[src/rtl/debounce_pkg.sv]
// Shared types and default timing for the stopwatch button front-end.
// Channel FSM encoding plus the counter-width helper used by every channel.
package debounce_pkg;

    typedef enum logic [1:0] {
        ST_IDLE         = 2'b00,
        ST_PRESS_WAIT   = 2'b01,
        ST_PRESSED      = 2'b10,
        ST_RELEASE_WAIT = 2'b11
    } btn_state_e;

    // 10 ms debounce, 500 ms first repeat, 200 ms repeat interval at 100 MHz
    localparam int unsigned DEBOUNCE_CYCLES_DEF = 1_000_000;
    localparam int unsigned REPEAT_DELAY_DEF    = 50_000_000;
    localparam int unsigned REPEAT_PERIOD_DEF   = 20_000_000;

    function automatic int unsigned cnt_width(
        input int unsigned debounce_cycles,
        input int unsigned repeat_delay,
        input int unsigned repeat_period
    );
        int unsigned m;
        m = debounce_cycles;
        if (repeat_delay > m)  m = repeat_delay;
        if (repeat_period > m) m = repeat_period;
        return $clog2(m + 1);
    endfunction

endpackage

[src/rtl/debounce_channel.sv]
// One button channel: 2-FF synchroniser, debounce FSM with stability counter, press/release strobes.
// Optional auto-repeat of the press strobe while held, enabled by `BTN_AUTOREPEAT_EN.
module debounce_channel
    import debounce_pkg::*;
#(
    parameter int unsigned DEBOUNCE_CYCLES = DEBOUNCE_CYCLES_DEF,
    parameter int unsigned REPEAT_DELAY    = REPEAT_DELAY_DEF,
    parameter int unsigned REPEAT_PERIOD   = REPEAT_PERIOD_DEF
) (
    input  logic clk100_i,
    input  logic rstn_i,
    input  logic btn_n_i,
    output logic btn_clean_n_o,
    output logic btn_press_o,
    output logic btn_release_o
);

    localparam int unsigned CNT_W = cnt_width(DEBOUNCE_CYCLES, REPEAT_DELAY, REPEAT_PERIOD);
    localparam logic [CNT_W-1:0] DB_LAST = CNT_W'(DEBOUNCE_CYCLES - 1);
    localparam logic [CNT_W-1:0] CNT_MAX = '1;
    localparam logic [CNT_W-1:0] CNT_ONE = CNT_W'(1);

    logic [1:0]       sync_q;
    logic             s;
    btn_state_e       state_q, state_d;
    logic [CNT_W-1:0] cnt_q, cnt_d;
    logic             clean_n_q, clean_n_d;
    logic             press_q, press_d;
    logic             release_q, release_d;
    logic             rpt_fire;

    assign s = sync_q[1];

`ifdef BTN_AUTOREPEAT_EN
    localparam logic [CNT_W-1:0] RD_LAST = CNT_W'(REPEAT_DELAY - 1);
    localparam logic [CNT_W-1:0] RP_LAST = CNT_W'(REPEAT_PERIOD - 1);

    logic [CNT_W-1:0] rpt_cnt_q, rpt_cnt_d;
    logic             rpt_armed_q, rpt_armed_d;

    // armed = first (long) delay already elapsed, later strobes use the period
    always_comb begin
        rpt_cnt_d   = '0;
        rpt_armed_d = 1'b0;
        rpt_fire    = 1'b0;
        if (state_q == ST_PRESSED && !s) begin
            rpt_armed_d = rpt_armed_q;
            if (rpt_cnt_q == (rpt_armed_q ? RP_LAST : RD_LAST)) begin
                rpt_fire    = 1'b1;
                rpt_armed_d = 1'b1;
            end else begin
                rpt_cnt_d = (rpt_cnt_q == CNT_MAX) ? rpt_cnt_q : rpt_cnt_q + CNT_ONE;
            end
        end
    end

    always_ff @(posedge clk100_i or negedge rstn_i) begin
        if (!rstn_i) begin
            rpt_cnt_q   <= '0;
            rpt_armed_q <= 1'b0;
        end else begin
            rpt_cnt_q   <= rpt_cnt_d;
            rpt_armed_q <= rpt_armed_d;
        end
    end
`else
    assign rpt_fire = 1'b0;
`endif

    always_comb begin
        state_d   = state_q;
        cnt_d     = cnt_q;
        clean_n_d = clean_n_q;
        press_d   = rpt_fire;
        release_d = 1'b0;
        case (state_q)
            ST_IDLE: begin
                if (!s) begin
                    state_d = ST_PRESS_WAIT;
                    cnt_d   = CNT_ONE;
                end
            end
            ST_PRESS_WAIT: begin
                if (s) begin
                    state_d = ST_IDLE;
                    cnt_d   = '0;
                end else if (cnt_q == DB_LAST) begin
                    state_d   = ST_PRESSED;
                    cnt_d     = '0;
                    clean_n_d = 1'b0;
                    press_d   = 1'b1;
                end else begin
                    cnt_d = (cnt_q == CNT_MAX) ? cnt_q : cnt_q + CNT_ONE;
                end
            end
            ST_PRESSED: begin
                if (s) begin
                    state_d = ST_RELEASE_WAIT;
                    cnt_d   = CNT_ONE;
                end
            end
            ST_RELEASE_WAIT: begin
                if (!s) begin
                    state_d = ST_PRESSED;
                    cnt_d   = '0;
                end else if (cnt_q == DB_LAST) begin
                    state_d   = ST_IDLE;
                    cnt_d     = '0;
                    clean_n_d = 1'b1;
                    release_d = 1'b1;
                end else begin
                    cnt_d = (cnt_q == CNT_MAX) ? cnt_q : cnt_q + CNT_ONE;
                end
            end
            default: begin
                state_d = ST_IDLE;
                cnt_d   = '0;
            end
        endcase
    end

    always_ff @(posedge clk100_i or negedge rstn_i) begin
        if (!rstn_i) begin
            sync_q    <= 2'b11;
            state_q   <= ST_IDLE;
            cnt_q     <= '0;
            clean_n_q <= 1'b1;
            press_q   <= 1'b0;
            release_q <= 1'b0;
        end else begin
            sync_q    <= {sync_q[0], btn_n_i};
            state_q   <= state_d;
            cnt_q     <= cnt_d;
            clean_n_q <= clean_n_d;
            press_q   <= press_d;
            release_q <= release_d;
        end
    end

    assign btn_clean_n_o = clean_n_q;
    assign btn_press_o   = press_q;
    assign btn_release_o = release_q;

endmodule

[src/rtl/button_debouncer.sv]
// Stopwatch button front-end: NUM_BTN independent debounce channels (start/stop, set, change).
// Auto-repeat of press strobes is enabled by defining `BTN_AUTOREPEAT_EN.
module button_debouncer
    import debounce_pkg::*;
#(
    parameter int unsigned NUM_BTN         = 3,
    parameter int unsigned DEBOUNCE_CYCLES = DEBOUNCE_CYCLES_DEF,
    parameter int unsigned REPEAT_DELAY    = REPEAT_DELAY_DEF,
    parameter int unsigned REPEAT_PERIOD   = REPEAT_PERIOD_DEF
) (
    input  logic               clk100_i,
    input  logic               rstn_i,
    input  logic [NUM_BTN-1:0] btn_n_i,
    output logic [NUM_BTN-1:0] btn_clean_n_o,
    output logic [NUM_BTN-1:0] btn_press_o,
    output logic [NUM_BTN-1:0] btn_release_o
);

    if (DEBOUNCE_CYCLES < 2) begin : g_cfg_check
        $error("button_debouncer: DEBOUNCE_CYCLES must be at least 2");
    end

    for (genvar i = 0; i < NUM_BTN; i++) begin : g_ch
        debounce_channel #(
            .DEBOUNCE_CYCLES (DEBOUNCE_CYCLES),
            .REPEAT_DELAY    (REPEAT_DELAY),
            .REPEAT_PERIOD   (REPEAT_PERIOD)
        ) u_ch (
            .clk100_i      (clk100_i),
            .rstn_i        (rstn_i),
            .btn_n_i       (btn_n_i[i]),
            .btn_clean_n_o (btn_clean_n_o[i]),
            .btn_press_o   (btn_press_o[i]),
            .btn_release_o (btn_release_o[i])
        );
    end

endmodule

[config.mk]
export PLATFORM = sky130hd
export DESIGN_NAME = button_debouncer
export DESIGN_NICKNAME = d
export VERILOG_FILES = /design/src/rtl/debounce_pkg.sv /design/src/rtl/debounce_channel.sv /design/src/rtl/button_debouncer.sv
export SDC_FILE = /design/constraint.sdc
export NUM_CORES = 1
export LEC_CHECK = 0
export ABC_CLOCK_PERIOD_IN_PS = 2150
export CAP_MARGIN = 20
export CORE_UTILIZATION = 40
export CTS_CLUSTER_DIAMETER = 60
export DETAILED_ROUTE_END_ITERATION = 8
export HOLD_SLACK_MARGIN = 0.06
export PLACE_DENSITY = 0.57
export SYNTH_ARGS = -nofsm -noshare
export SYNTH_HDL_FRONTEND = slang
export SYNTH_SLANG_ARGS = --single-unit
[constraint.sdc]
create_clock -name clk100_i -period 2.15 [get_ports clk100_i]
set_clock_uncertainty 0.15 [all_clocks]
set_input_delay 0.43 -clock clk100_i [delete_from_list [all_inputs] [get_ports clk100_i]]
set_output_delay 0.43 -clock clk100_i [all_outputs]
set_load 0.01 [all_outputs]
==> metrics.md <==
| Metric | Value |
|---|---|
| Crit-path max FO | 5 |
| Initial antenna violation count | 0 |
| Pre-CTS WS | -0.243 ns |
| Clk Latency, worst-skew pair | 0.36 ns |
| Setup CP Type | reg -> reg |
| Worst path cell trace | nand4_1 -> buf_4 -> or4_4 -> a2111oi_4 -> nand2b_4 -> a31oi_1 |
| Hold WC Path Type | reg -> reg |
| Ys flop type | dfrtp_1 |
| Global route overflow | 0 |
| Endpoints failing hold | 0 |
| Final layout net count | 849 |
| Syn avg cell area | 8.96 um2 |
| Hold Crit Start | g_ch[1].u_ch.sync_q[0]$_DFF_PN1_ |
| Post-Syn Area | 6020 um2 |
| Vias per cell | 6.34 |
| Drt wl/cell | 19.6 um |
| Max VDD drop | 0.000370 V |
| Vias in the first global route | 6,226 |
| Global Route Usage Sum | 24.5% |
| DRT antenna net count | 0 |
| Async SR Flop Fraction | 100% |
| #FFs+latches synth | 99 |
| Final wirelength | 20,100 um |
| Flop2flop setup slack | -0.1 ns |
| Synth top area cells | dfrtp_1 (37%), a31oi_1 (5.5%), nand3_1 (4.0%) |
| Antenna cells | 0 |
| Port Buf Inserts | 13 |
| Final WS setup | -0.0972 ns |
| TritonCTS clock tree | yes |
| Launch point of the worst reg-to-reg path | g_ch[0].u_ch.cnt_q[3]$_DFFE_PN0P_ |
| Share of post-route cells with drive strength above 1 | 43.7% |
| Hold_ws | 0.207 ns |
| Post-synth EDFFs | 0 |
| Die Height | 125 um |
| Pre-Repair DR Iteration Count | 8 |
| Clock root buffer | clkbuf_16 |
| Ys Warns | 0 |
| Hold Crit Depth | 0 |
| Status | finished, violations left |
| CORE AREA | 14,600 um2 |
| Final setup fails | 47 |
| CP max-delay cell | or4_4 |
| Num ports | 14 |
| Max clock buf depth | 2 |
| Failing checks | setup timing |
| DIE AREA | 15,500 um2 |
| Endpoint, Worst Hold | g_ch[1].u_ch.sync_q[1]$_DFF_PN1_ |
| Gate Count Post-Synth | 672 |
| Synthesis-to-layout area growth | 49.5% |
| Pwr/cell area | 464 nW/um2 |
| Cts bufs inserted | 9 |
| Global-route wire length before repair | 31,000 um |
| Die width | 125 um |
| Gpl congestion | 0.959 |
| Largest net degree at the start of global routing | 38 |
| CP startpoint | g_ch[0].u_ch.cnt_q[3]$_DFFE_PN0P_ |
| Row count | 44 |
| Worst r2r dst | g_ch[0].u_ch.cnt_q[15]$_DFFE_PN0P_ |
| Fin crit share | 105% |
| Endpoint type of the worst setup path | register |
| Clk pin slew, worst setup/hold paths | 0.08 ns |
| Crit path required time | 2.23 ns |
| Seq/Total Area, Yosys | 41.3% |
| H-tree depth | 3 |
| Crit-path max cell delay | 0.53 ns |
| RSZ-0062 raised after global routing | yes |
| Yosys cell types | 79 |
| Slew Viols, Final | 0 |
| Static Leak | 3.68 nW |
| Syn_nets | 680 |
| Post-layout minimum cycle time | 2.25 ns |
| Maxcap violations | 0 |
| Total power | 4.18 mW |
| CP startpoint kind | register |
| Slew margin rel. | 29.8% |
| DRC | 0 |
| Synth area leader | dfrtp_1 |
| Post-synth top area share | 37.4% |
| Worst-Margin Slew | 1.05 ns |
| Clock sinks | 99 |
| Vias | 6,534 |
| Achievable frequency | 445 MHz |
| Worst R2R Path Depth | 6 |
| Starting density of the core | 41.3% |
| HPWL Detailed | 12,300 um |
| Initial DRC Count | 490 |
| Crit path DAT | 2.33 ns |
## through the flow
stage          utilization [%]  setup TNS, ns  cell area (um2)  instances
3_5_place_dp              49.8          -6.02             7270        957
4_1_cts                   56.1         -0.405             8180       1001
6_report                  61.7          -1.47             9000       1030
2_1_floorplan                -         -0.215             6120        672
3_3_place_gp              49.8          -3.10             7270        957
5_1_grt                   61.7          -5.03             9000       1030
## power breakdown
part	internal, mW	total (mW)	switching, mW
combinational	0.219	0.469	0.250
sequential	1.90	1.95	0.0464
clock	0.936	1.76	0.822
total	3.06	4.18	1.12
## sequential cells by signal, summed over array words and instances, names as in the netlist, named ones only
register,flops
g_ch.u_ch.state_q,3
g_ch.u_ch.btn_press_o,3
g_ch.u_ch.sync_q,6
g_ch.u_ch.btn_clean_n_o,3
g_ch.u_ch.btn_release_o,3
g_ch.u_ch.cnt_q,78
## kinds of logic after synthesis
group	Yosys count	share of synthesized area, %
AO/OA/AOI/OAI	223	24.5
XOR/XNOR	3	0.437
adder cells (fa/ha/maj)	3	0.624
buffers and inverters	62	5.45
flip-flops	99	41.3
multiplexers	4	0.665
AND/OR/NAND/NOR	278	27.0
## cell type report
type | instances | area (um2)
inverters | 13 | 48.8
repair buffers | 203 | 1840
clock inverters | 7 | 93.8
multi-input cells | 515 | 4060
fillers | 1147 | 5590
clock buffers | 9 | 225
well taps | 184 | 230
flip-flops and latches | 99 | 2500
## synth_stat cells (3+ instances only)
| cell type | count |
|---|---|
| a21oi_1 | 44 |
| nand4b_1 | 4 |
| o21ai_0 | 37 |
| nor4_1 | 20 |
| buf_4 | 11 |
| o22ai_1 | 5 |
| inv_1 | 13 |
| a21o_1 | 13 |
| or2_2 | 4 |
| a31o_2 | 7 |
| nand4_1 | 19 |
| or4_1 | 14 |
| a41oi_1 | 18 |
| nand3_1 | 48 |
| and3_1 | 19 |
| a31oi_1 | 53 |
| or4_4 | 3 |
| dfrtp_1 | 90 |
| nand2b_1 | 3 |
| mux2i_1 | 4 |
| nor3_1 | 13 |
| o31ai_1 | 4 |
| nor4_2 | 4 |
| xnor2_1 | 3 |
| clkbuf_1 | 20 |
| and4_1 | 8 |
| dfstp_2 | 9 |
| o31a_1 | 4 |
| nor2_1 | 23 |
| ha_1 | 3 |
| nand2_1 | 63 |
| buf_2 | 12 |
| and2_1 | 8 |
| nor4b_1 | 3 |
| o211ai_1 | 8 |
## worst max-delay path, delay by kind of cell (launching register included)
family,cells,cell delay [ns]
DFF,1,0.39
AOI/OAI and AO/OA,2,0.32
buffers and inverters,1,0.25
and+or+nand+nor,3,1.01
## how the worst max path moves through the flow
stage	slack, ns	end	cells past startpoint
2_1_floorplan	-0.05	g_ch[2].u_ch.cnt_q[17]$_DFFE_PN0P_	7
3_3_place_gp	-0.15	g_ch[2].u_ch.cnt_q[5]$_DFFE_PN0P_	5
3_5_place_dp	-0.24	g_ch[2].u_ch.cnt_q[8]$_DFFE_PN0P_	7
4_1_cts	-0.09	g_ch[2].u_ch.cnt_q[23]$_DFFE_PN0P_	6
5_1_grt	-0.14	g_ch[0].u_ch.cnt_q[15]$_DFFE_PN0P_	6
6_report	-0.1	g_ch[0].u_ch.cnt_q[15]$_DFFE_PN0P_	6
## repair_timing
item	CTS	global route
gates resized for setup	67	130
endpoints found under the hold margin	29	0
cloned	5	7
pin swaps	37	54
setup buffers	23	23
setup endpoints to repair	72	83
hold buffers	1	0
## placed cells by master (no fill, tap or decap), drive strengths merged, types with 3 or more instances in the layout
master	synthesis	layout
buf	26	186
dfrtp	90	90
nand2	63	63
a31oi	53	53
nand3	49	49
a21oi	45	49
o21ai	39	39
nor4	26	26
nor2	25	25
nand4	20	20
and3	20	20
a41oi	18	18
or4	18	18
inv	13	16
a21o	14	14
nor3	14	14
clkbuf	22	13
clkdlybuf4s50	0	12
and4	10	10
dfstp	9	9
and2	8	8
o211ai	8	8
a31o	8	8
or2	5	5
o22ai	5	5
o31ai	5	5
mux2i	4	4
nand4b	4	4
o31a	4	4
nor4b	3	3
ha	3	3
xnor2	3	3
or3	3	3
nand2b	3	3
## layer usage
metal | global-route usage, % | vias up | part of all wire, %
met5 | 0 | - | 0
met4 | 7.37 | 0 | 2.9
met3 | 4.47 | 57 | 5.3
met2 | 40.8 | 252 | 49
met1 | 32.1 | 3252 | 43
li1 | - | 2973 | -
No activity file was read; power rests on OpenSTA's default activity.
